$ cat src/rtl/jtframe_db9_pkg.sv
// Shared types and constants for the DB9 controller sequencer and player arbiters.
package jtframe_db9_pkg;

    localparam int JOY_W = 12;

    typedef logic [JOY_W-1:0] joy_t;

    typedef enum logic [1:0] {
        ST_OFF    = 2'd0,
        ST_SETTLE = 2'd1,
        ST_SCAN   = 2'd2,
        ST_FAULT  = 2'd3
    } state_t;

    // Bit layout of a joystick word
    localparam int DIR_LSB   = 0;
    localparam int DIR_MSB   = 3;
    localparam int BTN_LSB   = 4;
    localparam int BTN_MSB   = 6;
    localparam int START_BIT = 10;
    localparam int MODE_BIT  = 11;

    function automatic logic joy_active(input joy_t w);
        return |w;
    endfunction

endpackage

$ cat src/rtl/jtframe_db9ctrl_if.sv
// Signal bundle between the DB9 controller, the reader, the OSD/USB side and the core.
interface jtframe_db9ctrl_if;
    import jtframe_db9_pkg::*;

    logic       en;
    joy_t       usb_joy0;
    joy_t       usb_joy1;
    joy_t       db9_joy0;
    joy_t       db9_joy1;
    logic       sample;
    logic       cen_hs;
    logic       scan;
    joy_t       joy0;
    joy_t       joy1;
    logic [1:0] owner;
    logic       fault;

    modport master (
        output en, usb_joy0, usb_joy1, db9_joy0, db9_joy1, sample,
        input  cen_hs, scan, joy0, joy1, owner, fault
    );

    modport slave (
        input  en, usb_joy0, usb_joy1, db9_joy0, db9_joy1, sample,
        output cen_hs, scan, joy0, joy1, owner, fault
    );

endinterface

$ cat src/rtl/jtframe_db9arb.sv
// Per-player source arbiter: tracks DB9 ownership with an idle timeout and muxes
// the latched DB9 word against the live USB word.
module jtframe_db9arb
    import jtframe_db9_pkg::*;
#(
    parameter int IDLE_SAMPLES = 1000
) (
    input  logic clk,
    input  logic rst,
    input  logic clr,
    input  logic proc,
    input  joy_t db9,
    input  joy_t usb,
    output logic owner,
    output joy_t joy
);

    localparam int IDLE_W = $clog2(IDLE_SAMPLES + 1);
    localparam logic [IDLE_W-1:0] IDLE_MAX = IDLE_W'(IDLE_SAMPLES);

    logic              owner_reg, owner_next;
    logic [IDLE_W-1:0] idle_reg, idle_next;
    joy_t              latch_reg, latch_next;
    joy_t              joy_reg, joy_next;

    always_ff @(posedge clk or posedge rst) begin
        if (rst) begin
            owner_reg <= 1'b0;
            idle_reg  <= '0;
            latch_reg <= '0;
            joy_reg   <= '0;
        end else begin
            owner_reg <= owner_next;
            idle_reg  <= idle_next;
            latch_reg <= latch_next;
            joy_reg   <= joy_next;
        end
    end

    always_comb begin
        owner_next = owner_reg;
        idle_next  = idle_reg;
        latch_next = latch_reg;
        if (clr) begin
            owner_next = 1'b0;
            idle_next  = '0;
        end else if (proc) begin
            latch_next = db9;
            // DB9 activity beats USB activity on the same sample
            if (joy_active(db9)) begin
                owner_next = 1'b1;
                idle_next  = '0;
            end else if (joy_active(usb)) begin
                owner_next = 1'b0;
                idle_next  = '0;
            end else if (owner_reg) begin
                if (idle_reg != IDLE_MAX) begin
                    idle_next = idle_reg + 1'b1;
                end
                if (idle_next == IDLE_MAX) begin
                    owner_next = 1'b0;
                end
            end
        end
        joy_next = owner_reg ? latch_reg : usb;
    end

    assign owner = owner_reg;
    assign joy   = joy_reg;

endmodule

$ cat src/rtl/jtframe_db9ctrl.sv
// DB9 reader sequencer: line tick, settle/scan/fault sequencing with strobe
// timeout and retry, plus two per-player USB/DB9 arbiters.
module jtframe_db9ctrl
    import jtframe_db9_pkg::*;
#(
    parameter int CLK_DIV      = 3072,
    parameter int SETTLE_TICKS = 16,
    parameter int TOUT_TICKS   = 128,
    parameter int RETRY_TICKS  = 1024,
    parameter int IDLE_SAMPLES = 1000
) (
    input  logic              clk,
    input  logic              rst,
    jtframe_db9ctrl_if.slave  bus
);

    localparam int DIV_W   = $clog2(CLK_DIV);
    localparam int SEQ_MAX = (RETRY_TICKS > SETTLE_TICKS) ? RETRY_TICKS : SETTLE_TICKS;
    localparam int SEQ_W   = $clog2(SEQ_MAX + 1);
    localparam int TOUT_W  = $clog2(TOUT_TICKS + 1);

    localparam logic [DIV_W-1:0]  DIV_LAST    = DIV_W'(CLK_DIV - 1);
    localparam logic [SEQ_W-1:0]  SETTLE_LAST = SEQ_W'(SETTLE_TICKS - 1);
    localparam logic [SEQ_W-1:0]  RETRY_LAST  = SEQ_W'(RETRY_TICKS - 1);
    localparam logic [TOUT_W-1:0] TOUT_MAX    = TOUT_W'(TOUT_TICKS);

    logic [DIV_W-1:0]  div_reg;
    logic              cen_reg;
    state_t            state_reg, state_next;
    logic [SEQ_W-1:0]  seq_reg, seq_next;
    logic [TOUT_W-1:0] tout_reg, tout_next;
    logic              smp_reg;
    logic              clr;

    // Free-running line tick, independent of the sequencer state
    always_ff @(posedge clk or posedge rst) begin
        if (rst) begin
            div_reg <= '0;
            cen_reg <= 1'b0;
        end else begin
            cen_reg <= (div_reg == DIV_LAST);
            div_reg <= (div_reg == DIV_LAST) ? '0 : div_reg + 1'b1;
        end
    end

    always_ff @(posedge clk or posedge rst) begin
        if (rst) begin
            state_reg <= ST_OFF;
            seq_reg   <= '0;
            tout_reg  <= '0;
            smp_reg   <= 1'b0;
        end else begin
            state_reg <= state_next;
            seq_reg   <= seq_next;
            tout_reg  <= tout_next;
            smp_reg   <= bus.sample && (state_reg == ST_SCAN);
        end
    end

    always_comb begin
        state_next = state_reg;
        seq_next   = seq_reg;
        tout_next  = tout_reg;
        if (!bus.en) begin
            state_next = ST_OFF;
            seq_next   = '0;
            tout_next  = '0;
        end else begin
            case (state_reg)
                ST_OFF: begin
                    state_next = ST_SETTLE;
                    seq_next   = '0;
                end
                ST_SETTLE: begin
                    if (cen_reg) begin
                        if (seq_reg == SETTLE_LAST) begin
                            state_next = ST_SCAN;
                            seq_next   = '0;
                            tout_next  = '0;
                        end else begin
                            seq_next = seq_reg + 1'b1;
                        end
                    end
                end
                ST_SCAN: begin
                    // A strobe on the boundary tick still counts as a strobe
                    if (bus.sample) begin
                        tout_next = '0;
                    end else if (cen_reg) begin
                        if (tout_reg != TOUT_MAX) begin
                            tout_next = tout_reg + 1'b1;
                        end
                        if (tout_next == TOUT_MAX) begin
                            state_next = ST_FAULT;
                            seq_next   = '0;
                        end
                    end
                end
                ST_FAULT: begin
                    if (cen_reg) begin
                        if (seq_reg == RETRY_LAST) begin
                            state_next = ST_SETTLE;
                            seq_next   = '0;
                        end else begin
                            seq_next = seq_reg + 1'b1;
                        end
                    end
                end
                default: begin
                    state_next = ST_OFF;
                    seq_next   = '0;
                    tout_next  = '0;
                end
            endcase
        end
    end

    // Ownership drops on the same edge that enters FAULT or leaves enable
    assign clr = !bus.en || (state_next == ST_FAULT);

    joy_t       db9_w [2];
    joy_t       usb_w [2];
    joy_t       joy_w [2];
    logic [1:0] own_w;

    assign db9_w[0] = bus.db9_joy0;
    assign db9_w[1] = bus.db9_joy1;
    assign usb_w[0] = bus.usb_joy0;
    assign usb_w[1] = bus.usb_joy1;

    genvar gi;
    generate
        for (gi = 0; gi < 2; gi++) begin : g_arb
            jtframe_db9arb #(
                .IDLE_SAMPLES(IDLE_SAMPLES)
            ) u_arb (
                .clk   (clk),
                .rst   (rst),
                .clr   (clr),
                .proc  (smp_reg),
                .db9   (db9_w[gi]),
                .usb   (usb_w[gi]),
                .owner (own_w[gi]),
                .joy   (joy_w[gi])
            );
        end
    endgenerate

    assign bus.cen_hs = cen_reg;
    assign bus.scan   = (state_reg == ST_SCAN);
    assign bus.fault  = (state_reg == ST_FAULT);
    assign bus.owner  = own_w;
    assign bus.joy0   = joy_w[0];
    assign bus.joy1   = joy_w[1];

endmodule

$ cat src/flat_wrapper.sv
// flat-port wrapper written by rule: the top's interface ports become plain ports
module jtframe_db9ctrl_flat import jtframe_db9_pkg::*;
#(
    parameter int CLK_DIV      = 3072,
    parameter int SETTLE_TICKS = 16,
    parameter int TOUT_TICKS   = 128,
    parameter int RETRY_TICKS  = 1024,
    parameter int IDLE_SAMPLES = 1000
)
  (clk, rst, bus_en, bus_usb_joy0, bus_usb_joy1, bus_db9_joy0, bus_db9_joy1, bus_sample, bus_cen_hs, bus_scan, bus_joy0, bus_joy1, bus_owner, bus_fault);
  jtframe_db9ctrl_if bus_i ();
  input  logic clk;
  input  logic rst;
  input wire logic [$bits(bus_i.en)-1:0] bus_en;
  input wire logic [$bits(bus_i.usb_joy0)-1:0] bus_usb_joy0;
  input wire logic [$bits(bus_i.usb_joy1)-1:0] bus_usb_joy1;
  input wire logic [$bits(bus_i.db9_joy0)-1:0] bus_db9_joy0;
  input wire logic [$bits(bus_i.db9_joy1)-1:0] bus_db9_joy1;
  input wire logic [$bits(bus_i.sample)-1:0] bus_sample;
  output wire logic [$bits(bus_i.cen_hs)-1:0] bus_cen_hs;
  output wire logic [$bits(bus_i.scan)-1:0] bus_scan;
  output wire logic [$bits(bus_i.joy0)-1:0] bus_joy0;
  output wire logic [$bits(bus_i.joy1)-1:0] bus_joy1;
  output wire logic [$bits(bus_i.owner)-1:0] bus_owner;
  output wire logic [$bits(bus_i.fault)-1:0] bus_fault;
  assign bus_i.en = bus_en;
  assign bus_i.usb_joy0 = bus_usb_joy0;
  assign bus_i.usb_joy1 = bus_usb_joy1;
  assign bus_i.db9_joy0 = bus_db9_joy0;
  assign bus_i.db9_joy1 = bus_db9_joy1;
  assign bus_i.sample = bus_sample;
  assign bus_cen_hs = bus_i.cen_hs;
  assign bus_scan = bus_i.scan;
  assign bus_joy0 = bus_i.joy0;
  assign bus_joy1 = bus_i.joy1;
  assign bus_owner = bus_i.owner;
  assign bus_fault = bus_i.fault;
  jtframe_db9ctrl #(.CLK_DIV(CLK_DIV), .SETTLE_TICKS(SETTLE_TICKS), .TOUT_TICKS(TOUT_TICKS), .RETRY_TICKS(RETRY_TICKS), .IDLE_SAMPLES(IDLE_SAMPLES)) u_core (.clk(clk), .rst(rst), .bus(bus_i));
endmodule
$ cat config.mk
export PLATFORM = sky130hd
export DESIGN_NAME = jtframe_db9ctrl_flat
export DESIGN_NICKNAME = d
export VERILOG_FILES = /design/src/rtl/jtframe_db9_pkg.sv /design/src/rtl/jtframe_db9ctrl_if.sv /design/src/rtl/jtframe_db9arb.sv /design/src/rtl/jtframe_db9ctrl.sv /design/src/flat_wrapper.sv
export SDC_FILE = /design/constraint.sdc
export NUM_CORES = 1
export LEC_CHECK = 0
export ABC_AREA = 0
export CELL_PAD_IN_SITES_DETAIL_PLACEMENT = 1
export CELL_PAD_IN_SITES_GLOBAL_PLACEMENT = 1
export CORE_ASPECT_RATIO = 0.6
export CORE_MARGIN = 3
export CORE_UTILIZATION = 42
export CTS_CLUSTER_DIAMETER = 50
export CTS_CLUSTER_SIZE = 40
export DETAILED_ROUTE_END_ITERATION = 6
export GPL_TIMING_DRIVEN = 0
export PLACE_DENSITY_LB_ADDON = 0.05
export SYNTH_ARGS = -nofsm -noshare
export SYNTH_HDL_FRONTEND = slang
export SYNTH_SLANG_ARGS = --single-unit
$ cat constraint.sdc
create_clock -name clk -period 4.9 [get_ports clk]
set_input_delay 0.98 -clock clk [delete_from_list [all_inputs] [get_ports clk]]
set_output_delay 0.98 -clock clk [all_outputs]
set_load 0.02 [all_outputs]
# == After elaboration in Yosys (flattened, before gate mapping) ==
# Index checks and enable logic that the tools add are counted.
# totals
wordCells,123
reg_bits,105
output_inout_bits,29
in_bits,52
# op_classes
eq_ne,21
bitwise_logic,1
add_sub_neg,5
mux,66
reduce_logical,16
# ops
operator,n
$mux 10,22
$mux 11,8
$mux 8,10
$reduce_or 12->1,4
$pmux 11 s4,1
$mux 12,3
$add 10x1->10 const B,2
$eq 10x10->1 const B,2
$ne 10x10->1 const B,2
$mux 2,8
$pmux 8 s2,1
$ne 3x2->1 const B,5
$add 12x1->12 const B,1
$eq 12x12->1 const B,1
$mux 1,12
$add 11x1->11 const B,1
$eq 11x10->1 const B,1
$eq 11x4->1 const B,1
$add 8x1->8 const B,1
$eq 8x8->1 const B,1
$ne 8x8->1 const B,1
$pmux 2 s4,1
$reduce_bool 4->1,2
$eq 2x2->1 const B,3
other kinds (13),15

# == Logic depth before layout (Yosys ltp) ==
# logic_depth
depth_word,22
ltp_mapped,10
depth_no_buf,9

# == Cells and area by module ==
# A second synthesis with hierarchy kept.
# unflattened
hier_cells,540
area_unflattened_um2,5729.2
# modules_own_cells
module,area_per_inst_um2,seq_area_each_um2,cells_each,n_inst
jtframe_db9ctrl,2038.2,875.8,220,1
jtframe_db9arb at u_core.g_arb[0].u_arb,1929.4,875.8,168,1
jtframe_db9arb at u_core.g_arb[1].u_arb,1761.7,875.8,152,1

# == Least setup slack after synthesis ==
# No wires, ideal clock.
# synth_path
path_type,input to register
from,in bus_db9_joy0[6]
to,reg u_core.g_arb[0].u_arb.idle_reg[1]
setup_ns,0.078
required_time_ns,4.822
path_buffers,0
t_arrival_ns,2.280
stages,7
slack_ns,2.542
cell_sequence,nor4_1 > and3_1 > nand3_1 > nor2_1 > and3_1 > nand2_1 > a21oi_1
# synth_between
elab_chain_len,4
word_cells_on_any_way,6
cone_classes,mux: 3; reduce/logical: 3
# synth_lines
element,line,source
start: declaration,flat_wrapper.sv:17,input wire logic [$bits(bus_i.db9_joy0)-1:0] bus_db9_joy0;
$reduce_or 12->1 *,jtframe_db9_pkg.sv:24,return |w;
$mux 10,jtframe_db9arb.sv:50,if (joy_active(db9)) begin
$mux 10,jtframe_db9arb.sv:47,end else if (proc) begin
$mux 10,jtframe_db9arb.sv:44,if (clr) begin
end signal: assignment,jtframe_db9arb.sv:34,idle_reg <= idle_next;
end: declaration,jtframe_db9arb.sv:22,"logic [IDLE_W-1:0] idle_reg, idle_next;"
# Every way passes the cells marked *; elsewhere a longest branch is shown, timed or not. The select of a mux whose other input is x is not followed.
# A chain may end at the register's enable or synchronous reset.

# == Worst setup path in the final report ==
# layout_path
from,in bus_db9_joy0[1]
to,reg u_core.g_arb[0].u_arb.idle_reg[0]
# The elaborated chain is that of the path after synthesis.

==> reports/results.md <==
| Group | Metric | Reported |
|:---|:---|:---|
| status | Outcome | completed |
| setup path | Crit path cell chain | clkdlybuf4s50_1, nor4_1, and3_1, nand3_1, nor2_1, and3_1, nand2_1, a21oi_1 |
| floorplan | Height of the die | 94.70 microns |
| pwr | Maximum vdd drop | 145.0 uV |
| clock tree | Setup repair bufs after CTS | 0 |
| yosys | Cell count after synthesis | 547 |
| drt | First DRT Iteration DRCs | 174 |
| clock tree | TritonCTS clock tree | built |
| clock tree | H-tree depth | 3 |
| worst hold path | Worst hold path type | reg -> reg |
| yosys | Share of synthesized flip-flops with an asynchronous set or reset | 100.0% |
| drt | Number of remaining DRC errors | 0 |
| sta | Period utilisation layout | 67.72% |
| pwr | Total leakage power | 2.846 nW |
| yosys | Dominant synthesized flop cell | sky130_fd_sc_hd__dfrtp_1 |
| floorplan | Core Region | 12410 sq um |
| final layout | Proportion of layout cells with a drive suffix above 1 | 13.35% |
| pwr | Power per Cell Area | 263.3 nW/um^2 |
| place | Placement Setup Slack | 1.312 ns |
| setup path | Worst path most repeated cell | sky130_fd_sc_hd__and3_1 |
| clock tree | Total number of clock tree sinks | 105 |
| drt | Post-DR wirelength/cell | 19.20 microns |
| setup path | Sort of element at the end of the critical path | register |
| global route | Total overflow reported by the global router | 0 |
| sta | Setup Viol. Count Final | 0 |
| yosys | Number of distinct library cells after synthesis | 56 |
| floorplan | Die ar. | 14570 sq um |
| sta | Worst Hold Slack | 0.4801 ns |
| yosys | Syn_nets | 607 |
| yosys | Warning count from the yosys run | 0 |
| sta | Minimum clock period | 3.318 ns |
| setup path | Path type of the worst setup path | in -> reg |
| clock tree | Master cell of the clock root buffer | sky130_fd_sc_hd__clkbuf_16 |
| setup path | Required time of the worst setup path | 5.16 ns |
| floorplan | Width of the die | 153.8 microns |
| sta | Max-slew violation count | 0 |
| global route | Fraction of met2 tracks used by global routing | 34.33% |
| drt | Total detailed-routing wirelength | 15530 microns |
| yosys | Post-synth EDFFs | 0 |
| global route | Global-route layer with the greatest usage | met2 |
| final layout | Number of fill cells | 1380 |
| yosys | Cell Area, Synth | 5507 sq um |
| drt | Via/cell ratio | 5.633 |
| clock tree | Cts bufs inserted | 9 |
| sta | Min setup slack post-route | 1.582 ns |
| global route | Antenna violations before repair | 0 |
| yosys | Syn avg cell area | 10.07 sq um |
| final layout | Diode insertion count for antenna repair | 0 |
| sta | Worst setup skew after layout | 0.009514 ns |
| sta | Final Hold Viols | 0 |
| clock tree | Number of instances resized during post-cts repair | 0 |
| setup path | Worst-path cell with the longest stage delay | sky130_fd_sc_hd__nor2_1 |
| yosys | Seq/Total Area, Yosys | 47.72% |
| clock tree | Buffer levels on the longest clock path | 2 |
| drt | Total iterations of the first detailed-routing run | 4 |
| final layout | Final net count | 699 |
| setup path | Crit path largest cell delay | 0.49 ns |
| sta | Unrepaired setup endpoints after global routing | no |
| place | Half-perimeter wire length of the detailed placement result | 11630 microns |
| place | Number of buffers added on ports | 80 |
| drt | Total via count after detailed routing | 4557 |
| run | Max capacitance violation total | 0 |
| pwr | Total power after layout | 0.001807 W |
| drt | Final antenna-violating net count | 0 |
| clock tree | Latest clock arrival within the worst-skew pair | 0.35 ns |
| place | Final weighted congestion in routability-driven placement | 0.8984 |
| place | Placement-stage cell area | 6544 sq um |
| setup path | Worst Path Arrival | 3.58 ns |
| clock tree | Hold buffer count at CTS | 0 |
| floorplan | Number of top-level pins | 81 |
| sta | Slew headroom | 33.42% |
| sta | Upper clock frequency limit | 301.4 MHz |
| setup path | Max Fanout on Critical Path | 10 |
| yosys | Number of synthesized register bits | 105 |
| sta | Worst-Margin Slew | 0.9849 ns |
| global route | Via count of the first global-routing pass | 4937 |
| global route | Global-route usage over all layers | 22.13% |
| setup path | Kind of start point of the critical path | input port |
| global route | Global-route track usage on met1 | 31.58% |
| final layout | Summed area of non-filler cells in the final layout | 6864 sq um |
| global route | Maximum number of pins on one net before global-route repair | 56 |
| global route | Wire length of the first global-routing pass | 25890 microns |
| floorplan | Initial standard-cell utilization of the core | 44.36% |
| global route | Routing usage on met3 | 5.952% |
| final layout | Synth-to-layout area growth | 24.65% |
| clock tree | Clock-pin slew of the registers on the worst-case setup and hold paths | 0.08 ns |
| floorplan | Standard-cell rows | 31 |
[kinds of logic (layout without fill, tap and decap cells)]
| group | count (synthesis) | count (layout) | synth area share [%] |
|---|---|---|---|
| adders and majority gates | 8 | 8 | 1.818 |
| buffers and inverters | 37 | 134 | 3.022 |
| DFF | 105 | 105 | 47.72 |
| and+or+nand+nor | 217 | 217 | 21.00 |
| AOI/OAI and AO/OA | 116 | 116 | 12.66 |
| xor gates and xnor gates | 14 | 14 | 2.227 |
| muxes | 50 | 50 | 11.57 |
[cell usage after synthesis (8+ instances only)]
library cell | count | share of area, %
sky130_fd_sc_hd__ha_1 | 8 | 1.8
sky130_fd_sc_hd__mux2_2 | 29 | 5.9
sky130_fd_sc_hd__and2_1 | 10 | 1.1
sky130_fd_sc_hd__clkbuf_1 | 14 | 0.95
sky130_fd_sc_hd__mux2_4 | 20 | 5.5
sky130_fd_sc_hd__nand2_1 | 41 | 2.8
sky130_fd_sc_hd__inv_1 | 14 | 0.95
sky130_fd_sc_hd__nor2_1 | 55 | 3.7
sky130_fd_sc_hd__dfrtp_1 | 105 | 48
sky130_fd_sc_hd__nand3_1 | 22 | 2.0
sky130_fd_sc_hd__nand2b_1 | 8 | 0.91
sky130_fd_sc_hd__and3_1 | 17 | 1.9
sky130_fd_sc_hd__nor4_1 | 15 | 1.7
sky130_fd_sc_hd__a21oi_1 | 31 | 2.8
sky130_fd_sc_hd__o21ai_0 | 52 | 4.7
sky130_fd_sc_hd__o31ai_1 | 8 | 1.1
[stage by stage]
step / setup TNS (ns) / std cells / utilization [%]
floorplan: 0 / 547 / -
global placement: -60.07 / 792 / 52.48
detailed placement: 0 / 793 / 52.72
CTS: 0 / 809 / 55.30
global route: 0 / 809 / 55.30
finish: 0 / 809 / 55.30
[final cells by class]
type / count / area, sq um / area share, %
tap: 165 / 206.4 / 3.008
clock inverter: 6 / 81.33 / 1.185
clock buffer: 10 / 239.0 / 3.482
sequential: 105 / 2628 / 38.28
buffer: 23 / 113.9 / 1.659
inverter: 14 / 55.05 / 0.8020
timing repair buffer: 81 / 828.3 / 12.07
multi-input combinational: 405 / 2713 / 39.52
[placed cells by master (no fill, tap or decap), drive strengths merged, types with 2 or more instances in the layout]
cell type / instances
nor3: 5
clkbuf: 26
dfrtp: 105
nor3b: 5
mux2: 49
nand2: 41
inv: 19
nand4b: 3
o41ai: 2
o31ai: 8
or3: 6
xnor2: 7
nand2b: 8
or4: 2
ha: 8
a32o: 2
and2: 10
and3: 19
nand3: 22
a32oi: 3
a41o: 3
nor2b: 6
o211ai: 3
xor2: 7
nor4: 15
o21ai: 52
buf: 8
nor2: 55
or2: 2
clkdlybuf4s50: 80
a21oi: 32
nand4: 7
nand3b: 6
a31oi: 4
[power by group]
| group | switching [W] | internal, W |
|---|---|---|
| Sequential | 0.00000527 | 0.000877 |
| Clock | 0.000363 | 0.000426 |
| Combinational | 0.0000673 | 0.0000690 |
[worst max-delay path: cells and delay by family]
family	cells	cell delay, ns
compound gates	1	0.15
simple gates	6	1.99
buf+inv	1	0.45
[metal layers]
| layer | up-vias | wire, microns |
|---|---|---|
| li1 | 2154 | - |
| met1 | 2297 | 7690 |
| met2 | 97 | 6851 |
| met3 | 9 | 868 |
| met4 | 0 | 121 |
| met5 | - | 0 |
[worst paths after layout]
check / from / endpoint / slack, ns / depth (start not counted)
max: bus_db9_joy0[1] / u_core.g_arb[0].u_arb.idle_reg[0]$_DFFE_PP0P_ / 1.58 / 8
min: u_core.div_reg[0]$_DFF_PP0_ / u_core.div_reg[0]$_DFF_PP0_ / 0.48 / 1
max reg2reg: u_core.tout_reg[0]$_DFFE_PP0P_ / u_core.g_arb[1].u_arb.latch_reg[1]$_DFFE_PP0P_ / 2.21 / 9
min reg2reg: u_core.div_reg[0]$_DFF_PP0_ / u_core.div_reg[0]$_DFF_PP0_ / 0.48 / 1
max in group asynchronous: rst / u_core.tout_reg[0]$_DFFE_PP0P_ / 3.09 / 3
min in group asynchronous: rst / u_core.g_arb[1].u_arb.joy[10]$_DFF_PP0_ / 1.10 / 2
No activity file was read; power rests on OpenSTA's default activity.
